--- config.mk ---
export PLATFORM = sky130hd
export DESIGN_NAME = offchip_line_burst_ctrl_flat
export DESIGN_NICKNAME = d
export VERILOG_FILES = /design/src/rtl/offchip_line_burst_ctrl_if.sv /design/src/rtl/offchip_line_burst_ctrl.sv /design/src/flat_wrapper.sv
export SDC_FILE = /design/constraint.sdc
export NUM_CORES = 1
export LEC_CHECK = 0
export ABC_AREA = 1
export ABC_CLOCK_PERIOD_IN_PS = 3000
export CORE_ASPECT_RATIO = 0.5
export CORE_UTILIZATION = 49
export DETAILED_ROUTE_END_ITERATION = 6
export MAX_ROUTING_LAYER = met4
export PLACE_DENSITY = 0.8
export SYNTH_ARGS = -nofsm -noshare
export SYNTH_HDL_FRONTEND = slang
export SYNTH_SLANG_ARGS = --single-unit
--- constraint.sdc ---
create_clock -name clk -period 3 [get_ports clk]
set_clock_uncertainty 0.2 [all_clocks]
set_input_delay 0.6 -clock clk [delete_from_list [all_inputs] [get_ports clk]]
set_output_delay 0.6 -clock clk [all_outputs]
set_load 0.01 [all_outputs]
--- src/rtl/offchip_line_burst_ctrl_if.sv ---
// Request/response and off-chip memory beat bus for the line burst controller.
// master: cache-side requester plus memory model; slave: the burst controller.
interface offchip_line_burst_ctrl_if #(
    parameter int LINE_BYTES = 16,
    parameter int MEM_DW     = 32,
    parameter int ADDR_W     = 32
);
    logic                      req_valid;
    logic                      req_ready;
    logic [1:0]                req_op;
    logic [ADDR_W-1:0]         req_addr;
    logic [ADDR_W-1:0]         req_wb_addr;
    logic [LINE_BYTES*8-1:0]   req_wdata;
    logic                      resp_valid;
    logic                      resp_err;
    logic [LINE_BYTES*8-1:0]   resp_rdata;
    logic [ADDR_W-1:0]         mem_addr;
    logic                      mem_re;
    logic                      mem_we;
    logic [MEM_DW-1:0]         mem_wdata;
    logic [MEM_DW/8-1:0]       mem_be;
    logic [MEM_DW-1:0]         mem_rdata;
    logic                      mem_ack;

    modport master (
        output req_valid, req_op, req_addr, req_wb_addr, req_wdata,
        output mem_rdata, mem_ack,
        input  req_ready, resp_valid, resp_err, resp_rdata,
        input  mem_addr, mem_re, mem_we, mem_wdata, mem_be
    );

    modport slave (
        input  req_valid, req_op, req_addr, req_wb_addr, req_wdata,
        input  mem_rdata, mem_ack,
        output req_ready, resp_valid, resp_err, resp_rdata,
        output mem_addr, mem_re, mem_we, mem_wdata, mem_be
    );
endinterface

--- src/rtl/offchip_line_burst_ctrl.sv ---
// Cache line burst controller: moves one line to/from a narrower memory port as
// a sequence of acknowledged word beats, with optional writeback-then-refill
// and a per-beat acknowledge timeout.
module offchip_line_burst_ctrl #(
    parameter int LINE_BYTES  = 16,
    parameter int MEM_DW      = 32,
    parameter int ADDR_W      = 32,
    parameter int TIMEOUT_CYC = 1023
) (
    input logic clk,
    input logic rst,
    offchip_line_burst_ctrl_if.slave bus
);
    localparam int LINE_W = LINE_BYTES * 8;
    localparam int NBEATS = LINE_W / MEM_DW;
    localparam int BPB    = MEM_DW / 8;
    localparam int BW     = (NBEATS > 1) ? $clog2(NBEATS) : 1;
    localparam int WCW    = (TIMEOUT_CYC > 1) ? $clog2(TIMEOUT_CYC) : 1;
    localparam bit TO_EN  = (TIMEOUT_CYC != 0);
    localparam logic [WCW-1:0] WAIT_LIMIT = TO_EN ? WCW'(TIMEOUT_CYC - 1) : '0;

    typedef enum logic [1:0] {IDLE, WR, RD, DONE} state_t;

    state_t             state;
    logic [1:0]         op;
    logic [ADDR_W-1:0]  rd_base;
    logic [ADDR_W-1:0]  cur_base;
    logic [LINE_W-1:0]  wdata_r;
    logic [BW-1:0]      beat;
    logic [WCW-1:0]     wait_cnt;

    logic [BW-1:0]      nxt_beat;
    logic               last_beat;
    logic [ADDR_W-1:0]  nxt_addr;
    logic [MEM_DW-1:0]  nxt_wdata;
    logic               timed_out;

    function automatic logic [ADDR_W-1:0] line_base(input logic [ADDR_W-1:0] a);
        return a & ~ADDR_W'(LINE_BYTES - 1);
    endfunction

    assign bus.mem_be = '1;

    // Next-beat address/data and end-of-beat conditions for the current phase
    always_comb begin
        nxt_beat  = beat + BW'(1);
        last_beat = (beat == BW'(NBEATS - 1));
        nxt_addr  = cur_base + ADDR_W'(int'(nxt_beat) * BPB);
        nxt_wdata = wdata_r[int'(nxt_beat) * MEM_DW +: MEM_DW];
        timed_out = TO_EN && (wait_cnt == WAIT_LIMIT);
    end

    // Transaction FSM with registered handshake, response and memory strobes
    always_ff @(posedge clk) begin
        if (rst) begin
            state          <= IDLE;
            op             <= '0;
            rd_base        <= '0;
            cur_base       <= '0;
            wdata_r        <= '0;
            beat           <= '0;
            wait_cnt       <= '0;
            bus.req_ready  <= 1'b1;
            bus.resp_valid <= 1'b0;
            bus.resp_err   <= 1'b0;
            bus.resp_rdata <= '0;
            bus.mem_re     <= 1'b0;
            bus.mem_we     <= 1'b0;
            bus.mem_addr   <= '0;
            bus.mem_wdata  <= '0;
        end else begin
            case (state)
                IDLE: begin
                    if (bus.req_valid) begin
                        op            <= bus.req_op;
                        rd_base       <= line_base(bus.req_addr);
                        wdata_r       <= bus.req_wdata;
                        beat          <= '0;
                        wait_cnt      <= '0;
                        bus.req_ready <= 1'b0;
                        case (bus.req_op)
                            2'b00: begin
                                state        <= RD;
                                bus.mem_re   <= 1'b1;
                                cur_base     <= line_base(bus.req_addr);
                                bus.mem_addr <= line_base(bus.req_addr);
                            end
                            2'b01: begin
                                state         <= WR;
                                bus.mem_we    <= 1'b1;
                                cur_base      <= line_base(bus.req_addr);
                                bus.mem_addr  <= line_base(bus.req_addr);
                                bus.mem_wdata <= bus.req_wdata[MEM_DW-1:0];
                            end
                            2'b10: begin
                                state         <= WR;
                                bus.mem_we    <= 1'b1;
                                cur_base      <= line_base(bus.req_wb_addr);
                                bus.mem_addr  <= line_base(bus.req_wb_addr);
                                bus.mem_wdata <= bus.req_wdata[MEM_DW-1:0];
                            end
                            default: begin
                                state          <= DONE;
                                bus.resp_valid <= 1'b1;
                                bus.resp_err   <= 1'b1;
                            end
                        endcase
                    end
                end
                WR, RD: begin
                    if (bus.mem_ack) begin
                        wait_cnt <= '0;
                        if (state == RD) begin
                            bus.resp_rdata[int'(beat) * MEM_DW +: MEM_DW] <= bus.mem_rdata;
                        end
                        if (!last_beat) begin
                            beat          <= nxt_beat;
                            bus.mem_addr  <= nxt_addr;
                            bus.mem_wdata <= nxt_wdata;
                        end else if (state == WR && op == 2'b10) begin
                            // writeback done: swap strobes on the same edge so refill starts with no gap
                            state        <= RD;
                            beat         <= '0;
                            cur_base     <= rd_base;
                            bus.mem_addr <= rd_base;
                            bus.mem_we   <= 1'b0;
                            bus.mem_re   <= 1'b1;
                        end else begin
                            state          <= DONE;
                            bus.mem_we     <= 1'b0;
                            bus.mem_re     <= 1'b0;
                            bus.resp_valid <= 1'b1;
                            bus.resp_err   <= 1'b0;
                        end
                    end else if (timed_out) begin
                        state          <= DONE;
                        bus.mem_we     <= 1'b0;
                        bus.mem_re     <= 1'b0;
                        bus.resp_valid <= 1'b1;
                        bus.resp_err   <= 1'b1;
                    end else if (TO_EN) begin
                        wait_cnt <= wait_cnt + WCW'(1);
                    end
                end
                DONE: begin
                    state          <= IDLE;
                    bus.resp_valid <= 1'b0;
                    bus.resp_err   <= 1'b0;
                    bus.req_ready  <= 1'b1;
                end
                default: state <= IDLE;
            endcase
        end
    end
endmodule
--- src/flat_wrapper.sv ---
// flat-port wrapper written by rule: the top's interface ports become plain ports
module offchip_line_burst_ctrl_flat 
#(
    parameter int LINE_BYTES  = 16,
    parameter int MEM_DW      = 32,
    parameter int ADDR_W      = 32,
    parameter int TIMEOUT_CYC = 1023
)
  (clk, rst, bus_req_valid, bus_req_op, bus_req_addr, bus_req_wb_addr, bus_req_wdata, bus_mem_rdata, bus_mem_ack, bus_req_ready, bus_resp_valid, bus_resp_err, bus_resp_rdata, bus_mem_addr, bus_mem_re, bus_mem_we, bus_mem_wdata, bus_mem_be);
  offchip_line_burst_ctrl_if #(.LINE_BYTES(LINE_BYTES), .MEM_DW(MEM_DW), .ADDR_W(ADDR_W)) bus_i ();
  input logic clk;
  input logic rst;
  input wire logic [$bits(bus_i.req_valid)-1:0] bus_req_valid;
  input wire logic [$bits(bus_i.req_op)-1:0] bus_req_op;
  input wire logic [$bits(bus_i.req_addr)-1:0] bus_req_addr;
  input wire logic [$bits(bus_i.req_wb_addr)-1:0] bus_req_wb_addr;
  input wire logic [$bits(bus_i.req_wdata)-1:0] bus_req_wdata;
  input wire logic [$bits(bus_i.mem_rdata)-1:0] bus_mem_rdata;
  input wire logic [$bits(bus_i.mem_ack)-1:0] bus_mem_ack;
  output wire logic [$bits(bus_i.req_ready)-1:0] bus_req_ready;
  output wire logic [$bits(bus_i.resp_valid)-1:0] bus_resp_valid;
  output wire logic [$bits(bus_i.resp_err)-1:0] bus_resp_err;
  output wire logic [$bits(bus_i.resp_rdata)-1:0] bus_resp_rdata;
  output wire logic [$bits(bus_i.mem_addr)-1:0] bus_mem_addr;
  output wire logic [$bits(bus_i.mem_re)-1:0] bus_mem_re;
  output wire logic [$bits(bus_i.mem_we)-1:0] bus_mem_we;
  output wire logic [$bits(bus_i.mem_wdata)-1:0] bus_mem_wdata;
  output wire logic [$bits(bus_i.mem_be)-1:0] bus_mem_be;
  assign bus_i.req_valid = bus_req_valid;
  assign bus_i.req_op = bus_req_op;
  assign bus_i.req_addr = bus_req_addr;
  assign bus_i.req_wb_addr = bus_req_wb_addr;
  assign bus_i.req_wdata = bus_req_wdata;
  assign bus_i.mem_rdata = bus_mem_rdata;
  assign bus_i.mem_ack = bus_mem_ack;
  assign bus_req_ready = bus_i.req_ready;
  assign bus_resp_valid = bus_i.resp_valid;
  assign bus_resp_err = bus_i.resp_err;
  assign bus_resp_rdata = bus_i.resp_rdata;
  assign bus_mem_addr = bus_i.mem_addr;
  assign bus_mem_re = bus_i.mem_re;
  assign bus_mem_we = bus_i.mem_we;
  assign bus_mem_wdata = bus_i.mem_wdata;
  assign bus_mem_be = bus_i.mem_be;
  offchip_line_burst_ctrl #(.LINE_BYTES(LINE_BYTES), .MEM_DW(MEM_DW), .ADDR_W(ADDR_W), .TIMEOUT_CYC(TIMEOUT_CYC)) u_core (.clk(clk), .rst(rst), .bus(bus_i));
endmodule
==> key figures, run 1 <==
Status
  • Outcome: finished, final reports clean

Min path
  • Worst hold path class: reg2reg
  • Hold path depth: 2
  • Worst Hold Launch: u_core.bus.resp_rdata[45]
  • Worst hold endpoint: u_core.bus.resp_rdata[45]

Placed design
  • Gp weighted congestion: 0.896
  • DP HPWL: approximately 37 mm
  • Inst Count DP: 3087
  • Port Buffers: around 420
  • Pre-CTS WS: roughly 0.055 ns

Worst setup path
  • Slowest CP cell: inv_1
  • R2r startpoint: u_core.beat[0]
  • WP data required: 3.25 ns
  • Crit. End Element: register
  • R2r worst-path depth: 8
  • CP cell instances: inv_2 > ha_1 > inv_1 > nor2_1 > nand2_1 > inv_1 > nand3_1 > a21oi_1
  • Crit path DAT: 3.04 ns
  • R2R Setup Slk: 0.21 ns
  • Delay-heaviest family, CP: buffers and inverters
  • Crit Path Class: reg2reg
  • Buf+Inv Stages, Crit Path: 3
  • Worst Setup Start Kind: register
  • Max FO, Critical Path: 23
  • Reg2reg end: u_core.bus.resp_rdata[75]
  • CP most frequent cell: inv_1
  • Slowest stage delay, CP: between 0.5 and 0.6 ns

STA
  • Final worst path period need: 2.79 ns
  • Final-report hold violation count: 0
  • RSZ-0062 raised after global routing: false
  • Worst setup margin: 0.212 ns
  • Max Transition Viols Final: 0
  • TNS Setup: 0 ns
  • Fin crit share: 0.929
  • Slew at the pin with the worst max-slew slack: 0.927 ns
  • FMAX: 0.359 GHz
  • Final setup viols: 0
  • Slew HR: 0.382

Yosys
  • Main synth FF type: dfxtp_1
  • Synth unique cells: 36
  • Synth Register Bits: 395
  • Cells after synthesis: 2343
  • Main area contributors after synthesis: dfxtp_1, nor2_1, nand2_1, o21ai_0, a21oi_1
  • Async set-reset flop share out of synthesis: 0
  • Mapped Area: 17000 µm²
  • Warnings, synthesis: 0
  • Sequential share of the synthesized area: 0.465
  • Synth top area share: 0.465
  • Count leader, synth: nor2_1
  • Cell taking the most area after synthesis: dfxtp_1
  • EDFF count, synth: 0
  • Leading cell types by count after synthesis: nor2_1, dfxtp_1, nand2_1
  • Mapped Avg Cell Area: about 7.3 µm²

Route
  • Routed Antenna Nets: 0
  • Via density: roughly 5.4
  • Routed length per instance: ~17 µm
  • Router iterations before antenna repair: 7
  • Routed wire length: 54.9 mm
  • Via count: 17100
  • DR iter-0 viols: roughly 1600
  • DRC errors left: 0

Global route
  • Vias in the first global route: 15800
  • First-pass GRT wire length: 85.2 mm
  • Initial antenna violation count: 6
  • Pin count of the biggest net entering global routing: 84
  • Total gr overflow: 0
  • Total track usage: 0.309

Layout
  • Layout cell share with drive strength beyond 1: 0.0525
  • Layout net count: 2905
  • Layout area overhead: 33.4%
  • Finished Layout Cells: 3157
  • Fill count: 2807

Flow run
  • Maximum capacitance violations: 0

Pwr
  • PwrDens: 909 nW/µm²
  • Leakage: 8.84 nW
  • Total power: 20.6 mW
  • VDD IR max: 0.000602 V

Floorplan
  • Die Y: approximately 130 µm
  • IO Pins: roughly 430
  • Initial core utilization: 0.506
  • Die area: about 35000 µm²
  • Core box area: 33600 µm²
  • Std cell rows: 47
  • Chip width: 265 µm

CTS
  • Clock Latency Late Sink: roughly 0.53 ns
  • CTS buffer count: 36
  • # H-tree levels: 2
  • Max clock buf depth: 3
  • CTS Hold Bufs: 0
  • Reg clk slew, reported paths: 0.07 ns
  • Post-CTS Resized: 0
  • CTS tree: built
  • Root buffer cell: clkbuf_16
  • Clock sinks: 395
  • Postcts setup bufs: 0
[how the worst max path moves through the flow]
stage,slack [ns],endpoint,cells after the start,start
floorplan,0.39,u_core.bus.resp_rdata[100],11,u_core.beat[0]
global placement,0.08,u_core.bus.mem_wdata[29],9,bus_req_op[0]
detailed placement,0.05,u_core.bus.mem_wdata[1],9,bus_req_op[0]
global route,0.02,u_core.bus.resp_rdata[72],8,u_core.beat[0]
finish,0.21,u_core.bus.resp_rdata[75],8,u_core.beat[0]
CTS,0.23,u_core.bus.resp_rdata[75],8,u_core.beat[0]
[cells in the final DEF (no fill, tap or decap), drive strengths merged]
cell           instances
a21oi                144
a211oi                 7
ha                    15
conb                   6
clkbuf                54
a21boi                 1
o211a                 22
dfxtp                395
o211ai                60
diode                  6
nand4                 43
inv                   93
a22oi                  1
nand2                365
o21a                  28
nor3                   9
buf                   48
o21ai                309
clkdlybuf4s50        415
bufinv                 2
a41oi                  6
clkinv                16
nand3                123
nor2                 524
[area by class of cell]
cell class | instances | area (µm²) | area share
antenna | 6 | 15.0 | 0.000662
sequential | 395 | 7910 | 0.349
timing repair buffer | 463 | 4690 | 0.207
multi-input combinational | 1663 | 7870 | 0.347
tap | 465 | 582 | 0.0257
clock inverter | 10 | 111 | 0.00491
inverter | 101 | 389 | 0.0172
clock buffer | 54 | 1110 | 0.0490
[per-stage QoR]
step / hold slack, ns / utilization / instance area (µm²)
finish: 0.263 / 0.675 / 22700
global route: 0.283 / 0.675 / 22700
CTS: 0.265 / 0.675 / 22700
detailed placement: 0.256 / 0.638 / 21400
global placement: 0.247 / 0.638 / 21400
floorplan: 0.229 / - / 17000
[cell families (layout without fill, tap and decap cells)]
kind of cell               count (synthesis)  in the layout  share of synthesized area
AOI/OAI and AO/OA                        578            578                      0.193
adders and majority gates                 15             15                     0.0110
buffers and inverters                    289            628                     0.0741
DFF                                      395            395                      0.465
other                                      2             12                   0.000442
and+or+nand+nor                         1064           1064                      0.256
[report_power, final]
part | switching (mW) | internal [mW] | total, mW
Clock | 2.06 | 2.74 | 4.81
Combinational | 5.59 | 3.23 | 8.82
Sequential | 0.591 | 6.39 | 6.98
[sequential cells by signal, summed over array words and instances, names as in the netlist, 2 cells and up]
| register | flops |
|---|---|
| u_core.bus.resp_rdata | 128 |
| u_core.wdata_r | 128 |
| u_core.bus.mem_wdata | 32 |
| u_core.bus.mem_addr | 30 |
| u_core.cur_base | 28 |
| u_core.rd_base | 28 |
| u_core.wait_cnt | 10 |
| u_core.beat | 2 |
| u_core.op | 2 |
| u_core.state | 2 |
[worst reg2reg max path: stages, from the launching register on]
cell     delay, ns
dfxtp_4       0.53
inv_2         0.25
ha_1          0.50
inv_1         0.11
nor2_1        0.13
nand2_1       0.06
inv_1         0.58
nand3_1       0.19
a21oi_1       0.18
[metal layers]
metal / vias up / global-route usage / share of wire / routed length, µm
met1: 8041 / 0.367 / 0.40 / 22200
met5: - / - / 0 / 0
met4: 0 / 0.139 / 0.043 / 2360
met3: 140 / 0.0543 / 0.063 / 3470
li1: 8357 / - / - / -
met2: 611 / 0.513 / 0.49 / 26900
Power figures use the tool's default switching activity.
==> inputs of run 2 (changes only) <==
--- a/config.mk
+++ b/config.mk
@@ -10,7 +10,6 @@
 export CORE_ASPECT_RATIO = 0.5
 export CORE_UTILIZATION = 49
 export DETAILED_ROUTE_END_ITERATION = 6
-export MAX_ROUTING_LAYER = met4
 export PLACE_DENSITY = 0.8
 export SYNTH_ARGS = -nofsm -noshare
 export SYNTH_HDL_FRONTEND = slang
==> run 2 against run 1 <==
  * Count of clock-buffer cells in the layout did not move
  * Sequential power is essentially flat
  * Maximum frequency decreased by 0.15%
  * Critical path type unchanged
  * Largest cell class unchanged
==> key figures, run 2 (synthesis results as in run 1) <==
Status
  • Outcome: finished, final reports clean

Worst setup path
  • WP data required: approximately 3.3 ns
  • Crit Path Class: reg2reg
  • Worst Setup Start Kind: register
  • R2r startpoint: u_core.beat[0]
  • Crit. End Element: register
  • Max FO, Critical Path: 23
  • R2r worst-path depth: 8
  • Reg2reg end: u_core.bus.resp_rdata[75]
  • Crit path DAT: 3.04 ns
  • R2R Setup Slk: 0.21 ns

STA
  • Final worst path period need: approximately 2.8 ns
  • Final-report hold violation count: 0
  • Final setup viols: 0
  • TNS Setup: 0 ns
  • Max Transition Viols Final: 0
  • Slew HR: 0.391
  • FMAX: 0.358 GHz
  • Hold_ws: roughly 0.26 ns
  • Slew at the pin with the worst max-slew slack: around 0.9 ns
  • RSZ-0062 raised after global routing: false
  • Fin crit share: 0.931

Floorplan
  • Core box area: 33600 µm²
  • Die area: 35500 µm²
  • IO Pins: 431
  • Initial core utilization: 0.506
  • Chip width: 265 µm
  • Std cell rows: 47
  • Die Y: between 100 and 150 µm

Global route
  • First-pass GRT wire length: 85.2 mm
  • Total gr overflow: 0
  • Pin count of the biggest net entering global routing: between 80 and 90
  • Vias in the first global route: 15700
  • Initial antenna violation count: 6
  • Total track usage: 0.299

CTS
  • CTS Hold Bufs: 0
  • Clock Latency Late Sink: 0.53 ns
  • CTS buffer count: 36
  • Reg clk slew, reported paths: 0.07 ns
  • Postcts setup bufs: 0
  • Clock sinks: 395
  • # H-tree levels: 2
  • Max clock buf depth: 3
  • Post-CTS Resized: 0
  • CTS tree: built
  • Root buffer cell: clkbuf_16

Pwr
  • Clock power frac: 0.233
  • Flop pwr share: 0.339
  • Switching part of the total: 0.400
  • Leakage: 8.84 nW
  • Internal power: 12.4 mW
  • PwrDens: 909 nW/µm²
  • Total power: just over 20 mW
  • VDD IR max: 0.000606 V
  • Gate power share: 0.428
  • Net switching power: 8.25 mW

Flow run
  • Maximum capacitance violations: 0

Layout
  • Layout net count: 2905
  • Layout cell share with drive strength beyond 1: 0.0525
  • Most common cell after layout, fill and taps aside: nor2_1
  • Top flop regs: u_core.bus.resp_rdata: 128 flops, u_core.wdata_r: 128 flops, u_core.bus.mem_wdata: 32 flops
  • Layout area overhead: 33.4%
  • Most frequent cells in the layout: nor2_1, clkdlybuf4s50_1, dfxtp_1

Placed design
  • DP HPWL: 36.5 mm
  • Port Buffers: approximately 420
  • Gp weighted congestion: 0.877

Route
  • Routed Antenna Nets: 0
  • Via count: 17100
  • Router iterations before antenna repair: 5
  • DR iter-0 viols: roughly 1400
  • Via density: about 5.4
  • DRC errors left: 0
  • Routed length per instance: 17.4 µm
  • Routed wire length: ~55 mm

Min path
  • Worst hold path class: reg2reg
  • Worst Hold Launch: u_core.bus.resp_rdata[45]
  • Worst hold endpoint: u_core.bus.resp_rdata[45]
  • Hold path depth: 2
run 2: final cells by class:
cell class / count / area [µm²]
Antenna cell: 6 / 15.0
Multi-Input combinational cell: 1663 / 7870
Tap cell: 465 / 582
Fill cell: 2805 / 10900
Sequential cell: 395 / 7910
Timing Repair Buffer: 463 / 4690
Clock buffer: 54 / 1110
Clock inverter: 10 / 111
Inverter: 101 / 389
run 2: through the flow:
stage	area (µm²)	setup WS (ns)	std cells	utilization
2_1_floorplan	17000	0.395	2347	-
3_3_place_gp	21400	0.0810	3087	0.638
3_5_place_dp	21400	0.0549	3087	0.638
4_1_cts	22700	0.229	3151	0.675
5_1_grt	22700	0.0171	3156	0.675
6_report	22700	0.207	3157	0.675
run 2: critical path, cell delays in order (launching register included):
cell	delay, ns
dfxtp_4	0.53
inv_2	0.25
ha_1	0.50
inv_1	0.11
nor2_1	0.13
nand2_1	0.06
inv_1	0.58
nand3_1	0.17
a21oi_1	0.17
run 2: worst max-delay path by stage:
stage / from / end / cells after the start
3_3_place_gp: bus_req_op[0] / u_core.bus.mem_wdata[29] / 9
6_report: u_core.beat[0] / u_core.bus.resp_rdata[75] / 8
2_1_floorplan: u_core.beat[0] / u_core.bus.resp_rdata[100] / 11
4_1_cts: u_core.beat[0] / u_core.bus.resp_rdata[75] / 8
3_5_place_dp: bus_req_op[0] / u_core.bus.mem_wdata[1] / 9
5_1_grt: u_core.beat[0] / u_core.bus.resp_rdata[72] / 8
run 2: power groups by stage:
stage	Clock (mW)	Sequential, mW	Combinational, mW
3_5_place_dp	0	7.07	8.72
5_1_grt	5.09	7.10	9.72
4_1_cts	4.84	6.97	8.77
6_report	4.81	6.98	8.83
3_3_place_gp	0	7.04	8.59
2_1_floorplan	0	7.14	5.57
run 2: metal layers:
layer  vias up  GRT usage  part of all wire  wire, µm
met5         -          0                 0         0
met4         0      0.141             0.044      2430
met3       134     0.0579             0.064      3530
met2       613      0.511              0.49     26700
met1      8014      0.365              0.41     22300
li1       8358          -                 -         -
